`src/rtl/register_file_writer.sv`:
```
// ----------------------------------------------------------------------------
// register_file_writer
//
// Write side of the 32-entry integer register file of the single-cycle
// RISC-V core. Decodes the write address to one-hot enables, applies a
// byte-masked write-back to the 31 writable registers (x0 is hardwired to
// zero) and exports all registers flattened for the read-side 32:1 muxes.
// Also keeps debug bookkeeping: a sticky written-map, a saturating count of
// effective writes and the last effectively written address.
//
// Ports:
//   clk                 rising-edge clock
//   reset_n             asynchronous active-low reset
//   write_enable        commit a write-back this cycle
//   write_address[4:0]  destination register index
//   write_data[W-1:0]   write-back value
//   byte_mask[W/8-1:0]  per-byte write strobe, bit i covers bits [8i+7:8i]
//   clear_all           synchronous clear of registers and bookkeeping
//   registers_flat      register k at bits [k*WIDTH +: WIDTH]
//   written_map[31:0]   sticky bit k set once register k was written
//   write_count         number of effective writes, saturating
//   last_write_address  index of the most recent effective write
// ----------------------------------------------------------------------------
module register_file_writer #(
    parameter int WIDTH       = 32,
    parameter int COUNT_WIDTH = 16
) (
    input  logic                   clk,
    input  logic                   reset_n,
    input  logic                   write_enable,
    input  logic [4:0]             write_address,
    input  logic [WIDTH-1:0]       write_data,
    input  logic [WIDTH/8-1:0]     byte_mask,
    input  logic                   clear_all,
    output logic [32*WIDTH-1:0]    registers_flat,
    output logic [31:0]            written_map,
    output logic [COUNT_WIDTH-1:0] write_count,
    output logic [4:0]             last_write_address
);

    localparam int NBYTES = WIDTH / 8;

    // Merge new data into an old word under a bit-level mask.
    function automatic logic [WIDTH-1:0] merge_bytes(
        input logic [WIDTH-1:0] old_val,
        input logic [WIDTH-1:0] new_val,
        input logic [WIDTH-1:0] bit_mask
    );
        return (old_val & ~bit_mask) | (new_val & bit_mask);
    endfunction

    // Increment that sticks at all-ones instead of wrapping.
    function automatic logic [COUNT_WIDTH-1:0] sat_inc(
        input logic [COUNT_WIDTH-1:0] val
    );
        if (&val) return val;
        return val + 1'b1;
    endfunction

    logic [31:0]            dec_enable;
    logic [WIDTH-1:0]       bit_mask;
    logic                   eff_write;

    // x0 has no storage; only x1..x31 are flops.
    logic [WIDTH-1:0]       regs_q [1:31];
    logic [WIDTH-1:0]       regs_d [1:31];
    logic [31:1]            map_q, map_d;
    logic [COUNT_WIDTH-1:0] count_q, count_d;
    logic [4:0]             last_q, last_d;

    always_comb begin
        for (int k = 0; k < 32; k++) begin
            dec_enable[k] = write_enable && (write_address == 5'(k));
        end
    end

    always_comb begin
        for (int b = 0; b < NBYTES; b++) begin
            bit_mask[b*8 +: 8] = {8{byte_mask[b]}};
        end
    end

    // A write counts only if it targets x1..x31 with at least one strobe.
    assign eff_write = write_enable && !dec_enable[0] && (|byte_mask);

    always_comb begin
        for (int k = 1; k < 32; k++) begin
            regs_d[k] = regs_q[k];
        end
        map_d   = map_q;
        count_d = count_q;
        last_d  = last_q;

        // clear_all wins over a simultaneous write, which is dropped.
        if (clear_all) begin
            for (int k = 1; k < 32; k++) begin
                regs_d[k] = '0;
            end
            map_d   = '0;
            count_d = '0;
            last_d  = '0;
        end else if (eff_write) begin
            for (int k = 1; k < 32; k++) begin
                if (dec_enable[k]) begin
                    regs_d[k] = merge_bytes(regs_q[k], write_data, bit_mask);
                    map_d[k]  = 1'b1;
                end
            end
            count_d = sat_inc(count_q);
            last_d  = write_address;
        end
    end

    always_ff @(posedge clk or negedge reset_n) begin
        if (!reset_n) begin
            for (int k = 1; k < 32; k++) begin
                regs_q[k] <= '0;
            end
            map_q   <= '0;
            count_q <= '0;
            last_q  <= '0;
        end else begin
            for (int k = 1; k < 32; k++) begin
                regs_q[k] <= regs_d[k];
            end
            map_q   <= map_d;
            count_q <= count_d;
            last_q  <= last_d;
        end
    end

    assign registers_flat[0 +: WIDTH] = '0;
    for (genvar k = 1; k < 32; k++) begin : g_flat
        assign registers_flat[k*WIDTH +: WIDTH] = regs_q[k];
    end

    assign written_map        = {map_q, 1'b0};
    assign write_count        = count_q;
    assign last_write_address = last_q;

endmodule

```
`config.mk`:
```
export PLATFORM = sky130hd
export DESIGN_NAME = register_file_writer
export DESIGN_NICKNAME = d
export VERILOG_FILES = /design/src/rtl/register_file_writer.sv
export SDC_FILE = /design/constraint.sdc
export NUM_CORES = 1
export LEC_CHECK = 0
export CAP_MARGIN = 0
export CORE_AREA = 2 2 440 442
export CTS_CLUSTER_SIZE = 8
export DETAILED_ROUTE_END_ITERATION = 10
export DIE_AREA = 0 0 442 444
export PLACE_DENSITY_LB_ADDON = 0.08
export SYNTH_ARGS = -nofsm -noshare
export SYNTH_HDL_FRONTEND = slang
export SYNTH_SLANG_ARGS = --single-unit
```
`constraint.sdc`:
```
create_clock -name clk -period 3.25 [get_ports clk]
set_input_delay 0.8125 -clock clk [delete_from_list [all_inputs] [get_ports clk]]
set_output_delay 0.8125 -clock clk [all_outputs]
set_load 0.02 [all_outputs]
```
==> results of run 1 <==
-- power groups by stage --
stage	clock network, mW	registers (mW)	logic, mW
final	14.8	13.1	1.89
after floorplan	0	13.4	0.624
after global placement	0	13.3	1.96
after global routing	15.7	13.1	2.03
after CTS	15.2	13.1	1.96
after detailed placement	0	13.3	1.95
-- cells by family (layout without fill, tap and decap cells) --
kind of cell	after synthesis	in the layout	synth area share, %
AO/OA/AOI/OAI	796	796	10.8
XOR/XNOR	5	5	0.104
adder cells (fa/ha/maj)	1	1	0.0296
buffers and inverters	343	1638	3.55
flip-flops	1044	1044	61.8
multiplexers	414	414	9.81
other	1	36	0.00887
AND/OR/NAND/NOR	1395	1395	13.8
-- cell type report --
type                            instances  area (sq um)  area share (%)
Multi-Input combinational cell       2644         14900            23.7
Clock buffer                          166          3930            6.28
Tap cell                             2526          3160            5.05
Sequential cell                      1044         26100            41.8
Inverter                               14          52.6          0.0840
Antenna cell                            3          7.51          0.0120
Timing Repair Buffer                 1442         14200            22.7
Clock inverter                         16           239           0.382
-- cell usage after synthesis, types with 10 or more instances --
library cell,instances,area (sq um)
dfrtp_1,1044,26100
nand2_1,615,2310
nor2_1,523,1960
mux2i_1,414,4140
a21oi_1,356,1780
o21ai_0,280,1400
clkbuf_1,242,908
nand3_1,106,531
o2bb2ai_1,87,762
a22o_1,39,342
buf_4,38,285
buf_2,37,185
nor2_2,32,200
and3_1,17,106
inv_1,14,52.6
nor3_1,14,70.1
and2_1,12,75.1
a31oi_1,11,68.8
or2_2,10,62.6
-- registers in the layout, summed over array words and instances (netlist names) --
signal,count
last_write_address,5
map_q,31
registers_flat,992
write_count,16
-- layer usage --
metal  vias to the layer above  global-route usage, %  part of all wire, %
met4                         0                   7.53                  3.4
met1                     18345                   27.5                   40
li1                      16062                      -                    -
met2                      1098                   39.5                   50
met5                         -                      0                    0
met3                       247                   6.30                  6.2
-- tightest hold or removal path: stages --
cell and delay, ps:
buf_2 150, mux2i_1 90, nor2_1 80
-- how the worst min path moves through the flow --
stage                                     from                                end  slack, ps  cells after the start
6_report                        write_data[30]    registers_flat[350]$_DFFE_PN0P_        390                      3
5_1_grt                         write_data[19]    registers_flat[531]$_DFFE_PN0P_        360                      3
4_1_cts                         write_data[19]    registers_flat[531]$_DFFE_PN0P_        310                      3
3_5_place_dp   registers_flat[680]$_DFFE_PN0P_    registers_flat[680]$_DFFE_PN0P_        470                      2
3_3_place_gp   registers_flat[743]$_DFFE_PN0P_    registers_flat[743]$_DFFE_PN0P_        460                      2
2_1_floorplan                          reset_n  last_write_address[0]$_DFFE_PN0P_        520                      0
==> results.py, run 1 <==
metrics = {
    "pwr": {
        "power.share.clock_pct": 49.7,
        "power.share.switching_pct": 25.8,
        "intPower_mw": 22.1,
        "combinationalPowerShare_pct": 6.4,
        "pwr-share-seq_pct": 44.0,
        "power_per_cell_area_nw_per_um2": 476,
        "ir_worst_vdd_v": 0.000404,
        "p_leak_nw": 26.4,
        "net-switching-power_mw": 7.69,
        "power_mw": 29.8,
    },
    "critical_path": {
        "cp_cell_sequence": "clkdlybuf4s50_1",
        "cp-endpoint": "write_count[5]",
        "critPathMaxFanout": 7,
        "cp.arrival_ps": 2070,
        "cpPeakStageDelay_ps": 790,
        "cp_num_buf_inv": 1,
        "reg2regPathDepth": 7,
        "cp.required_ps": 2440,
        "crit_type": "reg2out",
        "r2r-start": "write_count[0]$_DFFE_PN0P_",
        "cp-end-kind": "output port",
        "startpoint": "write_count[5]$_DFFE_PN0P_",
        "cp.depth": 1,
        "path_delay_family": "buffers and inverters",
        "r2r_end": "write_count[8]$_DFFE_PN0P_",
        "r2r_slack_ps": 970,
        "slowest_stage": "clkdlybuf4s50_1",
        "cp-start-kind": "flip-flop",
    },
    "timing": {
        "holdWs_ps": 385,
        "fin_ws_ps": 366,
        "drv_slew": 0,
        "fmax_ghz": 0.347,
        "hold_viol": 0,
        "setup_viol": 0,
        "post-route-min-period_ps": 2880,
        "slew_headroom_pct": 22.0,
        "worstMarginPinSlew_ps": 1160,
        "fin_tns_setup_ps": 0,
        "rsz0062_at_grt": "false",
        "fin_worst_skew_ps": 11.0,
        "period_share_pct": 88.7,
    },
    "routing": {
        "vias_per_cell": 4.55,
        "drt-total-wl_um": 231000,
        "dr_total_vias": 35752,
        "dr.pass1.iters": 7,
        "wl_per_cell_um": 29.4,
        "postRouteAntennaNets": 0,
        "drc": 0,
        "drt_iter0_markers": 2348,
    },
    "floorplanning": {
        "placementRows": 161,
        "fp.coreArea_sq_um": 192000,
        "io_pins": 1122,
        "die_x_um": 442,
        "die_height_um": 444,
        "die-area_sq_um": 196000,
        "start_util_pct": 22.1,
    },
    "clock_tree": {
        "cts_inserted_buffers": 151,
        "clockRootBuffer": "clkbuf_16",
        "cts_tree": "built",
        "clock_latency_ps": 820,
        "cts_buffer_depth": 3,
        "cts_hold_buf": 1,
        "cts_resized": 0,
        "clk_pin_slew_ps": 50,
        "cts.sinks": 1044,
        "ctsHtreeMaxLevel": 4,
        "post_cts_buffers": 0,
    },
    "layout": {
        "stdcell_count": 7855,
        "mostFrequentLayoutCell": "clkdlybuf4s50_1",
        "syn2layout_area_growth_pct": 48.1,
        "utilization_pct": 32.7,
        "drive_gt1_share_pct": 11.7,
        "layout.nets": 5343,
        "final_cell_area_sq_um": 62600,
        "layout_common_cells": "clkdlybuf4s50_1, dfrtp_1, nand2_1",
        "num-fill-cells": 19655,
    },
    "synthesis": {
        "seq_area_frac_synth_pct": 61.8,
        "synth_area_sq_um": 42300,
        "yosysUniqueCellTypes": 62,
        "async_reset_ff_share_pct": 100,
        "synth-seq-cells": 1044,
        "synth_ff_type": "dfrtp_1",
        "avgSynthCellArea_sq_um": 10.6,
        "synth_edf_count": 0,
        "syn_inst": 3999,
        "yosysWarnings": 0,
    },
    "hold_path": {
        "hp-class": "in2reg",
    },
    "flow_run": {
        "max-cap-violations": 0,
    },
    "global_routing": {
        "grt_pass1_vias": 36047,
        "grt_max_degree": 130,
        "grt_use_total_pct": 22.9,
        "grt_pass1_wl_um": 317000,
        "antenna_found_initial": 10,
        "grt_overflow": 0,
    },
    "placed_design": {
        "hpwl_um": 170000,
        "post-place-ws_ps": -99.6,
        "port_buffers": 1088,
        "gp_congestion": 0.814,
        "placed_cells": 7669,
        "dpl_cell_area_sq_um": 58400,
    },
    "run_status": {
        "outcome": "complete, no violations",
    },
}
Power figures use the tool's default switching activity.
==> inputs of run 2 (changes only) <==
--- a/config.mk
+++ b/config.mk
@@ -10,6 +10,7 @@
 export CTS_CLUSTER_SIZE = 8
 export DETAILED_ROUTE_END_ITERATION = 10
 export DIE_AREA = 0 0 442 444
+export DONT_BUFFER_PORTS = 1
 export PLACE_DENSITY_LB_ADDON = 0.08
 export SYNTH_ARGS = -nofsm -noshare
 export SYNTH_HDL_FRONTEND = slang
==> results.py, run 2 (same netlist as run 1, synthesis figures left out) <==
metrics = {
    "clock_tree": {
        "cts_resized": 0,
        "ctsHtreeMaxLevel": 4,
        "cts_buffer_depth": 3,
        "cts_tree": "built",
        "clock_latency_ps": 800,
        "post_cts_buffers": 0,
        "clk_pin_slew_ps": 50,
        "clockRootBuffer": "clkbuf_16",
        "cts.sinks": 1044,
        "cts_inserted_buffers": 151,
        "cts_hold_buf": 1,
    },
    "layout": {
        "final_cell_area_sq_um": 50100,
        "largest_reg_flops": 992,
        "syn2layout_area_growth_pct": 18.5,
        "layout_common_cells": "dfrtp_1, nand2_1, nor2_1",
        "mostFrequentLayoutCell": "dfrtp_1",
        "stdcell_count": 6586,
        "layout.nets": 4073,
        "num-fill-cells": 20308,
        "drive_gt1_share_pct": 10.3,
    },
    "routing": {
        "drt-total-wl_um": 224000,
        "dr.pass1.iters": 5,
        "dr_total_vias": 31202,
        "drt_iter0_markers": 2060,
        "vias_per_cell": 4.74,
        "drc": 0,
        "postRouteAntennaNets": 0,
        "wl_per_cell_um": 34.1,
    },
    "floorplanning": {
        "start_util_pct": 22.1,
        "die-area_sq_um": 196000,
        "die_x_um": 442,
        "io_pins": 1122,
        "fp.coreArea_sq_um": 192000,
        "placementRows": 161,
        "die_height_um": 444,
    },
    "timing": {
        "fin_worst_skew_ps": 12.7,
        "worstMarginPinSlew_ps": 1760,
        "hold_viol": 0,
        "period_share_pct": 78.3,
        "setup_viol": 0,
        "post-route-min-period_ps": 2540,
        "fmax_ghz": 0.393,
        "slew_headroom_pct": -17.1,
        "drv_slew": 210,
        "fin_ws_ps": 706,
        "rsz0062_at_grt": "false",
    },
    "placed_design": {
        "gp_congestion": 0.788,
        "hpwl_um": 157000,
        "port_buffers": 0,
        "dpl_cell_area_sq_um": 45700,
        "placed_cells": 6396,
        "post-place-ws_ps": -136,
    },
    "pwr": {
        "p_leak_nw": 21.7,
        "power_per_cell_area_nw_per_um2": 584,
        "ir_worst_vdd_v": 0.000429,
    },
    "run_status": {
        "violations": "slew limit",
        "outcome": "finished with violations",
    },
    "critical_path": {
        "cp-start-kind": "input pin",
        "cp.arrival_ps": 3140,
        "cp-end-kind": "flip-flop",
        "cp.required_ps": 3850,
        "critPathMaxFanout": 305,
        "crit_type": "in2reg",
        "r2r_slack_ps": 780,
    },
    "global_routing": {
        "grt_overflow": 0,
        "antenna_found_initial": 6,
        "grt_use_total_pct": 22.3,
        "grt_pass1_wl_um": 303000,
        "grt_max_degree": 816,
        "grt_pass1_vias": 31413,
    },
    "hold_path": {
        "hp-class": "in2reg",
    },
    "flow_run": {
        "max-cap-violations": 0,
    },
}
## run 2: cell types whose count changed in the layout (fill, tap and decap cells not counted), moves of 4 or more
cell             delta
buf_12             -40
clkbuf_1            -5
diode_2             +5
buf_16              +4
buf_2              -25
clkdlybuf4s50_1  -1060
buf_4             -146
## run 2: routing by layer
layer	wire [um]	track usage, %	vias up	part of all wire [%]
met5	0	0	-	0
met4	7930	7.68	0	3.5
met3	18300	7.81	248	8.2
met2	112000	38.4	1118	50
met1	85800	25.6	16327	38
li1	-	-	13509	-
## run 2: path summary, 6_finish.rpt
check | startpoint | to | depth (start not counted)
max in group asynchronous | reset_n | registers_flat[859]$_DFFE_PN0P_ | 4
min in group asynchronous | reset_n | registers_flat[452]$_DFFE_PN0P_ | 2
min | clear_all | registers_flat[963]$_DFFE_PN0P_ | 1
max reg2reg | write_count[0]$_DFFE_PN0P_ | write_count[11]$_DFFE_PN0P_ | 7
min reg2reg | registers_flat[546]$_DFFE_PN0P_ | registers_flat[546]$_DFFE_PN0P_ | 2
max | clear_all | registers_flat[217]$_DFFE_PN0P_ | 3
## run 2: cell type report
class                   count  area [sq um]  area share, %
flip-flops and latches   1044         26100           52.2
multi-input cells        2644         14900           29.7
clock buffers             163          3950           7.88
well taps                2526          3160           6.31
repair buffers            172          1650           3.29
clock inverters            15           270          0.540
inverters                  14          52.6          0.105
diodes                      8          20.0         0.0400
## run 2: power breakdown
group | leakage [nW] | internal, mW | switching (mW) | total [mW]
clock | 2.06 | 8.70 | 6.22 | 14.9
combinational | 5.09 | 0.230 | 0.912 | 1.14
sequential | 14.6 | 13.1 | 0.117 | 13.2
## run 2: metrics by stage
step,utilization [%],power (mW),TNS [ps],hold slack (ps)
after global routing,26.1,30.3,0,29.1
after detailed placement,23.9,14.4,-1480,606
final,26.1,29.2,0,93.5
after CTS,26.1,29.6,0,65.7
after global placement,23.9,14.4,-2240,600
after floorplan,-,14.0,0,517
## run 2: critical path: stages
cell	delay, ps
buf_16	420
buf_16	690
nor2_1	130
==> inputs of run 3 (changes only) <==
==> constraint.sdc (replaced) <==
create_clock -name clk -period 2.4 [get_ports clk]
set_input_delay 0.6 -clock clk [delete_from_list [all_inputs] [get_ports clk]]
set_output_delay 0.6 -clock clk [all_outputs]
set_load 0.02 [all_outputs]
==> results.py, run 3 (same netlist as run 1, synthesis figures left out) <==
metrics = {
    "run_status": {
        "outcome": "complete, no violations",
    },
    "placed_design": {
        "hpwl_um": 157000,
        "port_buffers": 0,
        "gp_congestion": 0.785,
    },
    "timing": {
        "setup_viol": 0,
        "drv_slew": 0,
        "holdWs_ps": 96.2,
        "fmax_ghz": 0.473,
        "post-route-min-period_ps": 2110,
        "slew_headroom_pct": 10.9,
        "hold_viol": 0,
        "period_share_pct": 88.0,
        "worstMarginPinSlew_ps": 1340,
        "rsz0062_at_grt": "false",
        "fin_worst_skew_ps": 11.3,
    },
    "floorplanning": {
        "io_pins": 1122,
        "fp.coreArea_sq_um": 192000,
        "die_x_um": 442,
        "placementRows": 161,
        "die-area_sq_um": 196000,
        "start_util_pct": 22.1,
        "die_height_um": 444,
    },
    "global_routing": {
        "grt_max_degree": 779,
        "antenna_found_initial": 9,
        "grt_pass1_vias": 32116,
        "grt_overflow": 0,
        "grt_use_total_pct": 22.6,
        "grt_pass1_wl_um": 307000,
    },
    "clock_tree": {
        "clockRootBuffer": "clkbuf_16",
        "cts.sinks": 1044,
        "cts_tree": "built",
        "clk_pin_slew_ps": 50,
        "cts_buffer_depth": 3,
        "post_cts_buffers": 0,
        "clock_latency_ps": 800,
        "cts_inserted_buffers": 152,
        "ctsHtreeMaxLevel": 4,
        "cts_resized": 0,
    },
    "critical_path": {
        "cp_num_buf_inv": 0,
        "crit_type": "reg2reg",
        "reg2regPathDepth": 6,
        "path_delay_family": "simple AND/OR/NAND/NOR gates",
        "cp.arrival_ps": 2820,
        "cpPeakStageDelay_ps": 460,
        "slowest_stage": "nor4_1",
        "cp.required_ps": 3100,
        "critPathMaxFanout": 6,
        "cp.depth": 6,
        "cp_cell_sequence": "ha_1 > nand3_1 > nor4_1 > and2_0 > nor2_1 > a31oi_1",
        "cp-end-kind": "flip-flop",
        "cp-start-kind": "flip-flop",
    },
    "routing": {
        "wl_per_cell_um": 34.0,
        "drc": 0,
        "vias_per_cell": 4.76,
        "drt-total-wl_um": 228000,
        "postRouteAntennaNets": 0,
        "dr_total_vias": 32046,
        "dr.pass1.iters": 5,
        "drt_iter0_markers": 2421,
    },
    "pwr": {
        "power_mw": 40.4,
        "ir_worst_vdd_v": 0.000515,
        "p_leak_nw": 22.8,
        "power_per_cell_area_nw_per_um2": 772,
    },
    "hold_path": {
        "hp-class": "in2reg",
        "hold_depth": 2,
    },
    "layout": {
        "layout.nets": 4217,
        "drive_gt1_share_pct": 13.0,
        "syn2layout_area_growth_pct": 23.7,
        "largest_reg_flops": 992,
        "mostFrequentLayoutCell": "dfrtp_1",
        "layout_common_cells": "dfrtp_1, nand2_1, nor2_1",
        "num-fill-cells": 20099,
    },
    "flow_run": {
        "max-cap-violations": 0,
    },
}
[run 3: cell count changes in the layout (fill, tap and decap cells not counted), moves of 2 or more]
cell | previous run | this run
buf_12 | 22 | 78
buf_16 | 4 | 22
buf_4 | 145 | 198
clkbuf_1 | 4 | 7
clkbuf_8 | 4 | 6
diode_2 | 8 | 2
dlygate4sd3_1 | 1 | 16
[run 3: what timing repair did]
action,CTS,global route
hold buffers,43,0
endpoints found under the hold margin,767,0
endpoints found under the setup margin,0,6
[run 3: layer usage]
| layer | track usage, % | up-vias | wire, um |
|---|---|---|---|
| met2 | 38.8 | 1180 | 114000 |
| met3 | 7.60 | 270 | 18600 |
| met1 | 26.3 | 16790 | 88300 |
| li1 | - | 13806 | - |
| met5 | 0 | - | 0 |
| met4 | 7.31 | 0 | 7370 |
[run 3: final timing paths]
kind                                                      start                              end  slack, ps
max in group asynchronous                               reset_n  registers_flat[379]$_DFFE_PN0P_       1100
worst min register to register  registers_flat[548]$_DFFE_PN0P_  registers_flat[548]$_DFFE_PN0P_        610
worst min-delay path                              write_data[2]  registers_flat[802]$_DFFE_PN0P_        100
worst max-delay path                 write_count[1]$_DFFE_PN0P_       write_count[5]$_DFFE_PN0P_        290
worst max register to register       write_count[1]$_DFFE_PN0P_       write_count[5]$_DFFE_PN0P_        290
min in group asynchronous                               reset_n  registers_flat[709]$_DFFE_PN0P_        390
[run 3: final cells by class]
| type | count | area, sq um | area share, % |
|---|---|---|---|
| Multi-Input combinational cell | 2644 | 14900 | 28.4 |
| Tap cell | 2526 | 3160 | 6.05 |
| Timing Repair Buffer | 315 | 3840 | 7.34 |
| Sequential cell | 1044 | 26100 | 50.0 |
| Inverter | 14 | 52.6 | 0.101 |
| Antenna cell | 2 | 5.00 | 0.00958 |
| Clock buffer | 166 | 3940 | 7.53 |
| Clock inverter | 15 | 293 | 0.560 |
[run 3: where the power goes]
| group | switching [mW] | total (mW) | internal [mW] | leakage (nW) |
|---|---|---|---|---|
| registers | 0.142 | 17.8 | 17.7 | 14.6 |
| logic | 1.77 | 2.31 | 0.535 | 6.20 |
| clock network | 8.48 | 20.2 | 11.7 | 2.07 |
[run 3: stage by stage]
step	TNS (ps)	cell area, sq um	setup slack (ps)	util [%]	instances
after global routing	0	52300	78.6	27.3	6725
after floorplan	0	42400	136	-	4031
after detailed placement	-15330	47100	-486	24.6	6496
final	0	52300	288	27.3	6726
after global placement	-15270	47100	-475	24.6	6496
after CTS	0	52200	185	27.2	6720
